$ cat src/rtl/fir_pkg.sv
// Shared definitions for the FIR front-end sequencer.
// Holds the sequencer state encoding, default widths/tap count and the
// fixed FIR latency (fir_tvalid -> matching fir_y_n valid).
package fir_pkg;

  typedef enum logic [1:0] {
    ST_INIT   = 2'b00,
    ST_IDLE   = 2'b01,
    ST_LOAD   = 2'b10,
    ST_STREAM = 2'b11
  } fir_state_e;

  localparam int X_N_SIZE_DEF     = 8;
  localparam int Y_N_SIZE_DEF     = 11;
  localparam int NBR_OF_TAPS_DEF  = 3;
  localparam int SETUP_CYCLES_DEF = 4;
  localparam int FIR_LAT          = 2;

endpackage

$ cat src/rtl/fir_seq_ctrl_if.sv
// Host word stream into the FIR sequencer.
// Ports (signals):
//   in_data    - host word (coefficient or sample)
//   in_is_coef - 1 = coefficient, 0 = sample
//   in_valid   - host word valid
//   in_ready   - sequencer accepts the word this cycle
// Handshake: a word transfers on every rising clk edge where in_valid and
// in_ready are both 1. The host may change in_data/in_is_coef freely while
// in_valid is 0; in_ready does not depend on in_valid.
interface fir_seq_ctrl_if
  import fir_pkg::*;
#(
  parameter int X_N_SIZE = X_N_SIZE_DEF
) ();

  logic [X_N_SIZE-1:0] in_data;
  logic                in_is_coef;
  logic                in_valid;
  logic                in_ready;

  modport master (output in_data, output in_is_coef, output in_valid, input in_ready);
  modport slave  (input in_data, input in_is_coef, input in_valid, output in_ready);

endinterface

$ cat src/rtl/fir_valid_delay.sv
// DEPTH-stage valid shift register with synchronous clear.
// Ports:
//   clk   - clock
//   clr_i - synchronous clear, empties every stage
//   in_i  - valid bit entering stage 0
//   out_o - valid bit leaving the last stage (in_i delayed DEPTH cycles)
//   any_o - 1 while any stage holds a pending valid
module fir_valid_delay
  import fir_pkg::*;
#(
  parameter int DEPTH = FIR_LAT
) (
  input  logic clk,
  input  logic clr_i,
  input  logic in_i,
  output logic out_o,
  output logic any_o
);

  logic [DEPTH-1:0] sr_q;
  logic [DEPTH-1:0] sr_d;

  // Shift written as a left shift so DEPTH=1 needs no special case.
  assign sr_d = (sr_q << 1) | DEPTH'(in_i);

  always_ff @(posedge clk) begin
    if (clr_i) sr_q <= '0;
    else       sr_q <= sr_d;
  end

  assign out_o = sr_q[DEPTH-1];
  assign any_o = |sr_q;

endmodule

$ cat src/rtl/fir_seq_ctrl.sv
// Front-end sequencer for the adaptive-coefficient FIR datapath.
// Turns a tagged host word stream into the FIR's raw control pins, covers the
// FIR's post-reset setup window and realigns y_n into a valid-qualified stream.
// Ports:
//   clk, rst_n     - clock, synchronous active-low reset
//   host           - host word stream (slave side of fir_seq_ctrl_if)
//   fir_x_n        - word to FIR x_n (holds when nothing accepted)
//   fir_tvalid     - sample strobe to FIR s_axis_fir_tvalid
//   fir_set_coeffs - coefficient shift strobe to FIR s_set_coeffs
//   fir_reset      - active-high FIR reset
//   fir_y_n        - FIR output
//   out_data       - filtered result, fir_y_n gated by out_valid (0 otherwise)
//   out_valid      - one pulse per sample, FIR_LAT cycles after fir_tvalid
//   coef_err       - sticky: a partial coefficient load was aborted by a sample
//   busy           - not IDLE, or results still in flight
//   dbg_state      - current sequencer state
module fir_seq_ctrl
  import fir_pkg::*;
#(
  parameter int X_N_SIZE     = X_N_SIZE_DEF,
  parameter int Y_N_SIZE     = Y_N_SIZE_DEF,
  parameter int NBR_OF_TAPS  = NBR_OF_TAPS_DEF,
  parameter int SETUP_CYCLES = SETUP_CYCLES_DEF,
  parameter int LAT          = FIR_LAT
) (
  input  logic                clk,
  input  logic                rst_n,
  fir_seq_ctrl_if.slave       host,
  output logic [X_N_SIZE-1:0] fir_x_n,
  output logic                fir_tvalid,
  output logic                fir_set_coeffs,
  output logic                fir_reset,
  input  logic [Y_N_SIZE-1:0] fir_y_n,
  output logic [Y_N_SIZE-1:0] out_data,
  output logic                out_valid,
  output logic                coef_err,
  output logic                busy,
  output fir_state_e          dbg_state
);

  localparam int CNT_W  = $clog2(NBR_OF_TAPS + 1);
  localparam int INIT_W = $clog2(SETUP_CYCLES + 1);

  fir_state_e          state_q, state_d;
  logic [CNT_W-1:0]    coef_cnt_q, coef_cnt_d, coef_cnt_inc;
  logic [INIT_W-1:0]   init_cnt_q, init_cnt_d;
  logic                coef_err_q, coef_err_d;
  logic                in_ready_q, in_ready_d;
  logic [X_N_SIZE-1:0] x_n_q, x_n_d;
  logic                tvalid_q, tvalid_d;
  logic                set_q, set_d;
  logic                fir_reset_q;
  logic                accept;
  logic                dly_out, dly_any;

  assign accept = host.in_valid & in_ready_q;

  // Saturating increment: the counter can never wrap past NBR_OF_TAPS.
  assign coef_cnt_inc = (coef_cnt_q == CNT_W'(NBR_OF_TAPS)) ? coef_cnt_q
                                                            : coef_cnt_q + CNT_W'(1);

  always_comb begin
    state_d    = state_q;
    coef_cnt_d = coef_cnt_q;
    init_cnt_d = init_cnt_q;
    coef_err_d = coef_err_q;

    unique case (state_q)
      ST_INIT: begin
        if (init_cnt_q == INIT_W'(SETUP_CYCLES - 1)) begin
          state_d    = ST_IDLE;
          init_cnt_d = '0;
        end else begin
          init_cnt_d = init_cnt_q + INIT_W'(1);
        end
      end
      // IDLE and STREAM react identically to an accepted word; a STREAM
      // cycle without one falls back to IDLE so the FIR sees a tvalid gap.
      ST_IDLE, ST_STREAM: begin
        if (accept) begin
          if (host.in_is_coef) begin
            if (NBR_OF_TAPS == 1) begin
              state_d    = ST_IDLE;
              coef_cnt_d = '0;
            end else begin
              state_d    = ST_LOAD;
              coef_cnt_d = CNT_W'(1);
            end
          end else begin
            state_d = ST_STREAM;
          end
        end else begin
          state_d = ST_IDLE;
        end
      end
      ST_LOAD: begin
        if (accept) begin
          if (host.in_is_coef) begin
            if (coef_cnt_inc == CNT_W'(NBR_OF_TAPS)) begin
              state_d    = ST_IDLE;
              coef_cnt_d = '0;
            end else begin
              coef_cnt_d = coef_cnt_inc;
            end
          end else begin
            // Sample interrupts a partial load: flag it, forward the sample.
            coef_err_d = 1'b1;
            coef_cnt_d = '0;
            state_d    = ST_STREAM;
          end
        end
      end
      default: state_d = ST_INIT;
    endcase

    in_ready_d = (state_d != ST_INIT);
    x_n_d      = accept ? host.in_data : x_n_q;
    set_d      = accept & host.in_is_coef;
    tvalid_d   = accept & ~host.in_is_coef;
  end

  always_ff @(posedge clk) begin
    if (!rst_n) begin
      state_q     <= ST_INIT;
      coef_cnt_q  <= '0;
      init_cnt_q  <= '0;
      coef_err_q  <= 1'b0;
      in_ready_q  <= 1'b0;
      x_n_q       <= '0;
      tvalid_q    <= 1'b0;
      set_q       <= 1'b0;
      fir_reset_q <= 1'b1;
    end else begin
      state_q     <= state_d;
      coef_cnt_q  <= coef_cnt_d;
      init_cnt_q  <= init_cnt_d;
      coef_err_q  <= coef_err_d;
      in_ready_q  <= in_ready_d;
      x_n_q       <= x_n_d;
      tvalid_q    <= tvalid_d;
      set_q       <= set_d;
      // FIR reset covers only the first cycle after rst_n release.
      fir_reset_q <= 1'b0;
    end
  end

  // Reset empties the result pipeline so no stale result can emerge.
  fir_valid_delay #(.DEPTH(LAT)) u_valid_delay (
    .clk   (clk),
    .clr_i (~rst_n),
    .in_i  (tvalid_q),
    .out_o (dly_out),
    .any_o (dly_any)
  );

  assign host.in_ready  = in_ready_q;
  assign fir_x_n        = x_n_q;
  assign fir_tvalid     = tvalid_q;
  assign fir_set_coeffs = set_q;
  assign fir_reset      = fir_reset_q;
  assign coef_err       = coef_err_q;
  assign out_valid      = dly_out;
  // y_n is only valid in the cycle the delayed strobe arrives, so it is
  // passed through in that cycle rather than registered a cycle late.
  assign out_data       = dly_out ? fir_y_n : '0;
  assign busy           = (state_q != ST_IDLE) | dly_any;
  assign dbg_state      = state_q;

endmodule

$ cat src/flat_wrapper.sv
// flat-port wrapper written by rule: the top's interface ports become plain ports
module fir_seq_ctrl_flat import fir_pkg::*;
#(
  parameter int X_N_SIZE     = X_N_SIZE_DEF,
  parameter int Y_N_SIZE     = Y_N_SIZE_DEF,
  parameter int NBR_OF_TAPS  = NBR_OF_TAPS_DEF,
  parameter int SETUP_CYCLES = SETUP_CYCLES_DEF,
  parameter int LAT          = FIR_LAT
)
  (clk, rst_n, fir_x_n, fir_tvalid, fir_set_coeffs, fir_reset, fir_y_n, out_data, out_valid, coef_err, busy, dbg_state, host_in_data, host_in_is_coef, host_in_valid, host_in_ready);
  fir_seq_ctrl_if #(.X_N_SIZE(X_N_SIZE)) host_i ();
  input  logic clk;
  input  logic rst_n;
  output logic [X_N_SIZE-1:0] fir_x_n;
  output logic fir_tvalid;
  output logic fir_set_coeffs;
  output logic fir_reset;
  input  logic [Y_N_SIZE-1:0] fir_y_n;
  output logic [Y_N_SIZE-1:0] out_data;
  output logic out_valid;
  output logic coef_err;
  output logic busy;
  output fir_state_e dbg_state;
  input wire logic [$bits(host_i.in_data)-1:0] host_in_data;
  input wire logic [$bits(host_i.in_is_coef)-1:0] host_in_is_coef;
  input wire logic [$bits(host_i.in_valid)-1:0] host_in_valid;
  output wire logic [$bits(host_i.in_ready)-1:0] host_in_ready;
  assign host_i.in_data = host_in_data;
  assign host_i.in_is_coef = host_in_is_coef;
  assign host_i.in_valid = host_in_valid;
  assign host_in_ready = host_i.in_ready;
  fir_seq_ctrl #(.X_N_SIZE(X_N_SIZE), .Y_N_SIZE(Y_N_SIZE), .NBR_OF_TAPS(NBR_OF_TAPS), .SETUP_CYCLES(SETUP_CYCLES), .LAT(LAT)) u_core (.clk(clk), .rst_n(rst_n), .host(host_i), .fir_x_n(fir_x_n), .fir_tvalid(fir_tvalid), .fir_set_coeffs(fir_set_coeffs), .fir_reset(fir_reset), .fir_y_n(fir_y_n), .out_data(out_data), .out_valid(out_valid), .coef_err(coef_err), .busy(busy), .dbg_state(dbg_state));
endmodule
$ cat config.mk
export PLATFORM = sky130hd
export DESIGN_NAME = fir_seq_ctrl_flat
export DESIGN_NICKNAME = d
export VERILOG_FILES = /design/src/rtl/fir_pkg.sv /design/src/rtl/fir_seq_ctrl_if.sv /design/src/rtl/fir_valid_delay.sv /design/src/rtl/fir_seq_ctrl.sv /design/src/flat_wrapper.sv
export SDC_FILE = /design/constraint.sdc
export NUM_CORES = 1
export LEC_CHECK = 0
export BUFFER_PORTS_ARGS = -buffer_cell sky130_fd_sc_hd__buf_4
export CORE_ASPECT_RATIO = 1.4
export CORE_MARGIN = 8
export CORE_UTILIZATION = 46
export DETAILED_ROUTE_END_ITERATION = 10
export GPL_ROUTABILITY_DRIVEN = 0
export GPL_TIMING_DRIVEN = 0
export HOLD_SLACK_MARGIN = 0.1
export MAX_ROUTING_LAYER = met4
export PLACE_DENSITY = 0.83
export RECOVER_POWER = 50
export SYNTH_ARGS = -nofsm -noshare
export SYNTH_HDL_FRONTEND = slang
export SYNTH_SLANG_ARGS = --single-unit
$ cat constraint.sdc
create_clock -name clk -period 1.8 [get_ports clk]
set_input_delay 0.36 -clock clk [delete_from_list [all_inputs] [get_ports clk]]
set_output_delay 0.36 -clock clk [all_outputs]
set_load 0.02 [all_outputs]
==> impl_metrics.py, run 1 <==
metrics = {
    "run_status": {
        "run_status": "finished clean",
    },
    "pwr": {
        "seqPwrFrac_pct": 56.5,
        "p_int_w": 0.000699,
        "p_clk_share_pct": 21.9,
        "finalPower_w": 0.000954,
        "cellLeakagePower_nw": 0.607,
        "switching_power_w": 0.000255,
        "p_sw_share_pct": 26.8,
        "p_comb_share_pct": 21.6,
        "p_per_area_nw_per_um2": 733,
        "ir_drop_mv": 0.595,
    },
    "timing": {
        "worst_pin_slew_ps": 442,
        "fin_crit_sh_pct": 96.8,
        "fin_setup_tns_ps": 0,
        "finalMaxSlewViolations": 0,
        "rsz0062_at_grt": "false",
        "clock.fmax_mhz": 574,
        "fin_crit_ps": 1740,
        "slew-limit-headroom_pct": 70.5,
        "timing_hold_violations_final": 0,
        "fin_skew_ps": 3.95,
        "holdWs_ps": 285,
        "setup_violations": 0,
    },
    "placement": {
        "dpl.hpwl_um": 1920,
        "dp_cells": 173,
        "port_buffers": 49,
    },
    "clock_network": {
        "cts.sinks": 22,
        "htree_num_levels": 1,
        "postCtsSetupBuffers": 0,
        "clockBufferDepth": 2,
        "cts_made_buffers": 3,
        "cts_tree": "built",
        "clk_latency_ps": 300,
        "root_buffer": "clkbuf_4",
        "clk_pin_slew_ps": 100,
        "cts_hold_buffers": 0,
    },
    "critical_path": {
        "cp_slowest_cell": "or4b_1",
        "r2r_cells": 5,
        "timing.rr.start": "u_core.host.in_ready$_SDFF_PN0_",
        "critPathMaxFanout": 9,
        "critical_path.cell_chain": "buf_6 > or4b_1 > buf_4",
        "worst_ep_arrival_time_ps": 1380,
        "crit_path_start": "u_core.dbg_state[0]$_SDFF_PN0_",
        "critPathLaunchType": "register",
        "slowest_delay_ps": 430,
        "crit_required_ps": 1440,
        "cp-endpoint": "busy",
        "crit_path_end_kind": "output port",
        "rrSetupSlack_ps": 480,
        "r2r-end": "u_core.dbg_state[1]$_SDFF_PN0_",
        "crit_type": "register to output port",
    },
    "route": {
        "vias_per_cell": 5.06,
        "drt-total-wl_um": 2360,
        "drc": 0,
        "drt_iter0_drc": 21,
        "postRouteAntennaNets": 0,
        "vias": 890,
        "wire_per_inst_um": 13.4,
        "drtPass1Iterations": 4,
    },
    "synth": {
        "synth_nets": 127,
        "synthTopCellsByArea": "dfxtp_1 (48%), and2_1 (9.6%), nand2_1 (8.7%), a21oi_1 (7.1%), buf_6 (2.5%)",
        "synthesis.area_per_instance_um2": 8.84,
        "synth_seq_cells": 22,
        "seq_area_frac_synth_pct": 48.4,
        "synth.distinct_cells": 28,
        "synth_top_area_share_pct": 48.4,
        "yosysTopAreaCell": "dfxtp_1",
        "ys_warn_count": 0,
        "syn_area_um2": 911,
        "syn_inst": 103,
    },
    "cells_and_area": {
        "drive_above_1_share_pct": 36.1,
        "n_antenna_cell": 0,
        "fin_util_pct": 67.6,
        "fin_cells": 176,
        "layout_commonest_cell": "buf_4",
        "layout.nets": 181,
        "area_delta_synth_final_pct": 43.0,
        "final_cell_mix": "buf_4 (47), nand2_1 (21), dfxtp_1 (20), a21oi_1 (14), and2_1 (13)",
    },
    "floorplan": {
        "die_w_um": 53.6,
        "initial_core_util_pct": 47.3,
        "placeableCoreArea_um2": 1930,
        "rows": 19,
        "io_pins": 51,
        "die-area_um2": 3680,
        "die_h_um": 68.7,
    },
    "run": {
        "maxCapViolations": 0,
    },
    "grt": {
        "overflow": 0,
        "grt_pass1_vias": 863,
        "grt_max_degree": 12,
        "antenna_found_initial": 0,
        "track_usage_pct": 12.8,
        "grt_pass1_wl_um": 3550,
    },
    "min_path": {
        "hold_path.class": "input port to register",
    },
}
[worst max-delay path: cells and delay by family (launching register included)]
kind,cells,cell delay [ps]
flip-flops,1,350
AND/OR/NAND/NOR,1,430
buffers and inverters,2,300
[per-stage QoR]
step / instance area (µm²) / setup slack, ps
3_3_place_gp: 1310 / 355
3_5_place_dp: 1310 / 337
5_1_grt: 1300 / 13.4
2_1_floorplan: 911 / 284
6_report: 1300 / 58.5
4_1_cts: 1330 / 4.55
[timing repair]
item                                    CTS  global route
endpoints found under the hold margin     0             0
endpoints found under the setup margin    1             1
resized for setup                         1             2
[per-layer routing]
layer | track usage, % | vias up | part of all wire [%]
li1 | - | 446 | -
met1 | 12.0 | 401 | 38
met2 | 24.1 | 41 | 50
met3 | 3.65 | 2 | 11
met4 | 3.80 | 0 | 0.17
met5 | - | - | 0
[cells by family after synthesis]
kind of cell	after synthesis	share of synthesized area (%)
AOI/OAI and AO/OA	22	14.4
adders and majority gates	1	1.37
DFF	22	48.4
buffers and inverters	8	5.77
and+or+nand+nor	50	30.1
[synth_stat cells, drive strengths merged]
master  number
o211a        1
dfxtp       22
o21a         1
nor2         1
inv          1
a31o         1
o21ai        3
nor3         2
a21oi       15
clkbuf       2
nand3        3
nand2b       3
and2        14
nand2       21
and4b        1
and2b        1
ha           1
or4b         1
nand3b       1
o211ai       1
buf          5
and3         1
and3b        1
[how the worst min path moves through the flow]
stage / cells after the start / to / start
after floorplan: 2 / u_core.init_cnt_q[2]$_SDFFE_PN0N_ / u_core.init_cnt_q[2]$_SDFFE_PN0N_
after global placement: 2 / u_core.init_cnt_q[2]$_SDFFE_PN0N_ / u_core.init_cnt_q[2]$_SDFFE_PN0N_
after detailed placement: 2 / u_core.init_cnt_q[2]$_SDFFE_PN0N_ / u_core.init_cnt_q[2]$_SDFFE_PN0N_
after CTS: 2 / u_core.fir_tvalid$_SDFF_PN0_ / host_in_is_coef
after global routing: 2 / u_core.fir_tvalid$_SDFF_PN0_ / host_in_is_coef
final: 2 / u_core.fir_tvalid$_SDFF_PN0_ / host_in_is_coef
[final cells by class]
type                    count  area, µm²
repair buffers             49        360
plain buffers               7       42.5
clock buffers               3       22.5
well taps                  21       26.3
inverters                   1       3.75
flip-flops and latches     22        443
fillers                   176        623
multi-input cells          73        404
[registers in the layout, summed over array words and instances, names as in the netlist]
| register | flops |
|---|---|
| u_core.fir_reset | 1 |
| u_core.host.in_ready | 1 |
| u_core.dbg_state | 2 |
| u_core.init_cnt_q | 3 |
| u_core.u_valid_delay.sr_q | 2 |
| u_core.coef_cnt_q | 2 |
| u_core.fir_x_n | 8 |
| u_core.fir_set_coeffs | 1 |
| u_core.coef_err | 1 |
| u_core.fir_tvalid | 1 |
[power groups by stage]
| stage | sequential (W) | clock [W] | combinational, W |
|---|---|---|---|
| after CTS | 0.000537 | 0.000216 | 0.000218 |
| after floorplan | 0.000567 | 0 | 0.000105 |
| final | 0.000539 | 0.000209 | 0.000207 |
| after global placement | 0.000546 | 0 | 0.000211 |
| after detailed placement | 0.000548 | 0 | 0.000217 |
| after global routing | 0.000544 | 0.000240 | 0.000229 |
Power figures use the tool's default switching activity.
==> run 2: changes to the inputs <==
--- a/config.mk
+++ b/config.mk
@@ -6,7 +6,6 @@
 export NUM_CORES = 1
 export LEC_CHECK = 0
 export BUFFER_PORTS_ARGS = -buffer_cell sky130_fd_sc_hd__buf_4
-export CORE_ASPECT_RATIO = 1.4
 export CORE_MARGIN = 8
 export CORE_UTILIZATION = 46
 export DETAILED_ROUTE_END_ITERATION = 10
@@ -15,7 +14,8 @@
 export HOLD_SLACK_MARGIN = 0.1
 export MAX_ROUTING_LAYER = met4
 export PLACE_DENSITY = 0.83
-export RECOVER_POWER = 50
+export RECOVER_POWER = 25
 export SYNTH_ARGS = -nofsm -noshare
 export SYNTH_HDL_FRONTEND = slang
+export SYNTH_HIERARCHICAL = 1
 export SYNTH_SLANG_ARGS = --single-unit
==> impl_metrics.py, run 2 <==
metrics = {
    "run_status": {
        "run_status": "finished clean",
    },
    "clock_network": {
        "cts_resized": 0,
        "root_buffer": "clkbuf_4",
        "clockBufferDepth": 2,
        "cts_hold_buffers": 0,
        "clk_pin_slew_ps": 110,
        "cts_made_buffers": 3,
        "htree_num_levels": 1,
        "postCtsSetupBuffers": 0,
        "clk_latency_ps": 300,
        "cts_tree": "built",
        "cts.sinks": 22,
    },
    "timing": {
        "clock.fmax_mhz": 584,
        "finalMaxSlewViolations": 0,
        "worst_pin_slew_ps": 511,
        "holdWs_ps": 278,
        "fin_skew_ps": 7.11,
        "fin_crit_ps": 1710,
        "timing_hold_violations_final": 0,
        "fin_crit_sh_pct": 95.1,
        "fin_setup_tns_ps": 0,
        "slew-limit-headroom_pct": 65.9,
        "rsz0062_at_grt": "false",
        "setup_violations": 0,
    },
    "cells_and_area": {
        "drive_above_1_share_pct": 36.9,
        "n_antenna_cell": 0,
        "area_delta_synth_final_pct": 47.0,
        "layout_commonest_cell": "buf_4",
        "fillers": 164,
        "layout.nets": 182,
        "largest_reg_flops": 8,
        "final_cell_mix": "buf_4 (48), dfxtp_1 (21), nand2_1 (18), a21oi_1 (13), and2_1 (11)",
        "fin_area_um2": 1350,
    },
    "synth": {
        "synth_nets": 127,
        "yosysMostFrequentCell": "dfxtp_1",
        "synth_seq_cells": 22,
        "yosysTopAreaCell": "dfxtp_1",
        "seq_area_frac_synth_pct": 48.1,
        "synth_top_area_share_pct": 48.1,
        "synthesis.area_per_instance_um2": 8.89,
        "syn_inst": 103,
        "synth-edff-count": 0,
        "syn_area_um2": 916,
        "synth.distinct_cells": 29,
        "async_flop_share_pct": 0,
        "ys_warn_count": 6,
        "synth_common_cells": "dfxtp_1 (22), nand2_1 (18), a21oi_1 (13)",
        "synth_ff_type": "dfxtp_1",
        "synthTopCellsByArea": "dfxtp_1 (48%), and2_1 (7.5%), nand2_1 (7.4%), a21oi_1 (7.1%), buf_6 (3.7%)",
    },
    "route": {
        "drt_iter0_drc": 29,
        "met2_length_um": 1260,
        "wl_met1_um": 987,
        "wire_per_inst_um": 14.1,
        "vias_per_cell": 4.98,
        "drtPass1Iterations": 4,
        "drc": 0,
        "dr_wl_met3_um": 335,
        "vias": 916,
        "drt-total-wl_um": 2590,
        "routed.top_layer": "met4",
        "postRouteAntennaNets": 0,
    },
    "floorplan": {
        "io_pins": 51,
        "die_w_um": 60.6,
        "placeableCoreArea_um2": 1920,
        "die-area_um2": 3670,
        "initial_core_util_pct": 47.7,
        "die_h_um": 60.6,
        "rows": 16,
    },
    "grt": {
        "antenna_found_initial": 0,
        "grt_pass1_wl_um": 3990,
        "overflow": 0,
        "grt_max_degree": 13,
        "grt_pass1_vias": 929,
        "track_usage_pct": 14.5,
    },
    "critical_path": {
        "cp_slowest_cell": "or3b_4",
        "critPathTopFamily": "simple AND/OR/NAND/NOR gates",
        "critPathLaunchType": "register",
        "crit_type": "register to output port",
        "slowest_delay_ps": 370,
        "critPathMaxFanout": 4,
        "r2r-end": "u_core/coef_cnt_q[1]$_SDFFE_PN0P_",
        "crit_buf_inv": 1,
        "worst_ep_arrival_time_ps": 1350,
        "r2r_cells": 4,
        "crit_required_ps": 1440,
        "timing.rr.start": "u_core/host.in_ready$_SDFF_PN0_",
        "crit_path_end_kind": "output port",
        "critical_path.cell_chain": "or2_1 > or3b_4 > buf_6",
        "rrSetupSlack_ps": 480,
    },
    "pwr": {
        "p_per_area_nw_per_um2": 754,
        "ir_drop_mv": 0.522,
        "cellLeakagePower_nw": 0.609,
    },
    "placement": {
        "place_area_um2": 1330,
        "dpl.hpwl_um": 2100,
        "port_buffers": 50,
    },
    "min_path": {
        "hold_path.class": "input port to register",
        "min_to": "u_core/fir_tvalid$_SDFF_PN0_",
        "hp-start": "host_in_is_coef",
        "min_path_cells": 2,
    },
    "run": {
        "maxCapViolations": 0,
    },
}
run 2: cell count changes in the layout (fill, tap and decap cells not counted), sizes merged, moves of 2 or more:
cell   previous run  this run
nand3             3         1
and2             14        12
a21oi            15        13
nand4             0         2
nor2b             0         4
a31oi             0         2
nand2            21        18
run 2: worst max-delay path by stage:
stage                                                  startpoint  endpoint  slack, ps  depth (start not counted)
after floorplan                    u_core/dbg_state[0]$_SDFF_PN0_      busy        390                          2
after global placement    u_core/u_valid_delay/sr_q[1]$_SDFF_PP0_      busy        400                          3
after detailed placement  u_core/u_valid_delay/sr_q[1]$_SDFF_PP0_      busy        400                          3
after CTS                 u_core/u_valid_delay/sr_q[1]$_SDFF_PP0_      busy         50                          3
after global routing      u_core/u_valid_delay/sr_q[1]$_SDFF_PP0_      busy          4                          3
final                     u_core/u_valid_delay/sr_q[1]$_SDFF_PP0_      busy         90                          3
run 2: metrics by stage:
| step | worst slack [ps] | power (W) | utilization, % | instances |
|---|---|---|---|---|
| 2_1_floorplan | 392 | 0.000672 | - | 103 |
| 3_3_place_gp | 402 | 0.000758 | 68.9 | 180 |
| 3_5_place_dp | 404 | 0.000767 | 68.9 | 180 |
| 4_1_cts | 53.5 | 0.00103 | 70.8 | 184 |
| 5_1_grt | 3.98 | 0.00108 | 70.1 | 184 |
| 6_report | 89.0 | 0.00102 | 70.1 | 184 |
run 2: cells by family after synthesis:
logic type | Yosys count | synth area share (%)
AND/OR/NAND/NOR | 50 | 29.9
buffers and inverters | 6 | 5.05
adder cells (fa/ha/maj) | 1 | 1.37
multiplexers | 1 | 1.09
AO/OA/AOI/OAI | 23 | 14.5
flip-flops | 22 | 48.1
run 2: report_power, final:
part | total, W | internal [W] | switching [W]
Combinational | 0.000213 | 0.000108 | 0.000105
Sequential | 0.000539 | 0.000518 | 0.0000205
Clock | 0.000263 | 0.000123 | 0.000140
run 2: area by class of cell:
class,count,area [µm²],area share [%]
tap,27,33.8,2.51
timing repair buffer,50,375,27.9
buffer,5,26.3,1.95
clock buffer,4,36.3,2.70
inverter,1,3.75,0.279
multi-input combinational,75,429,31.9
sequential,22,442,32.8
run 2: routing by layer:
layer | vias up | track usage, %
met1 | 417 | 13.7
li1 | 454 | -
met2 | 43 | 26.2
met3 | 2 | 5.51
met5 | - | -
met4 | 0 | 4.98
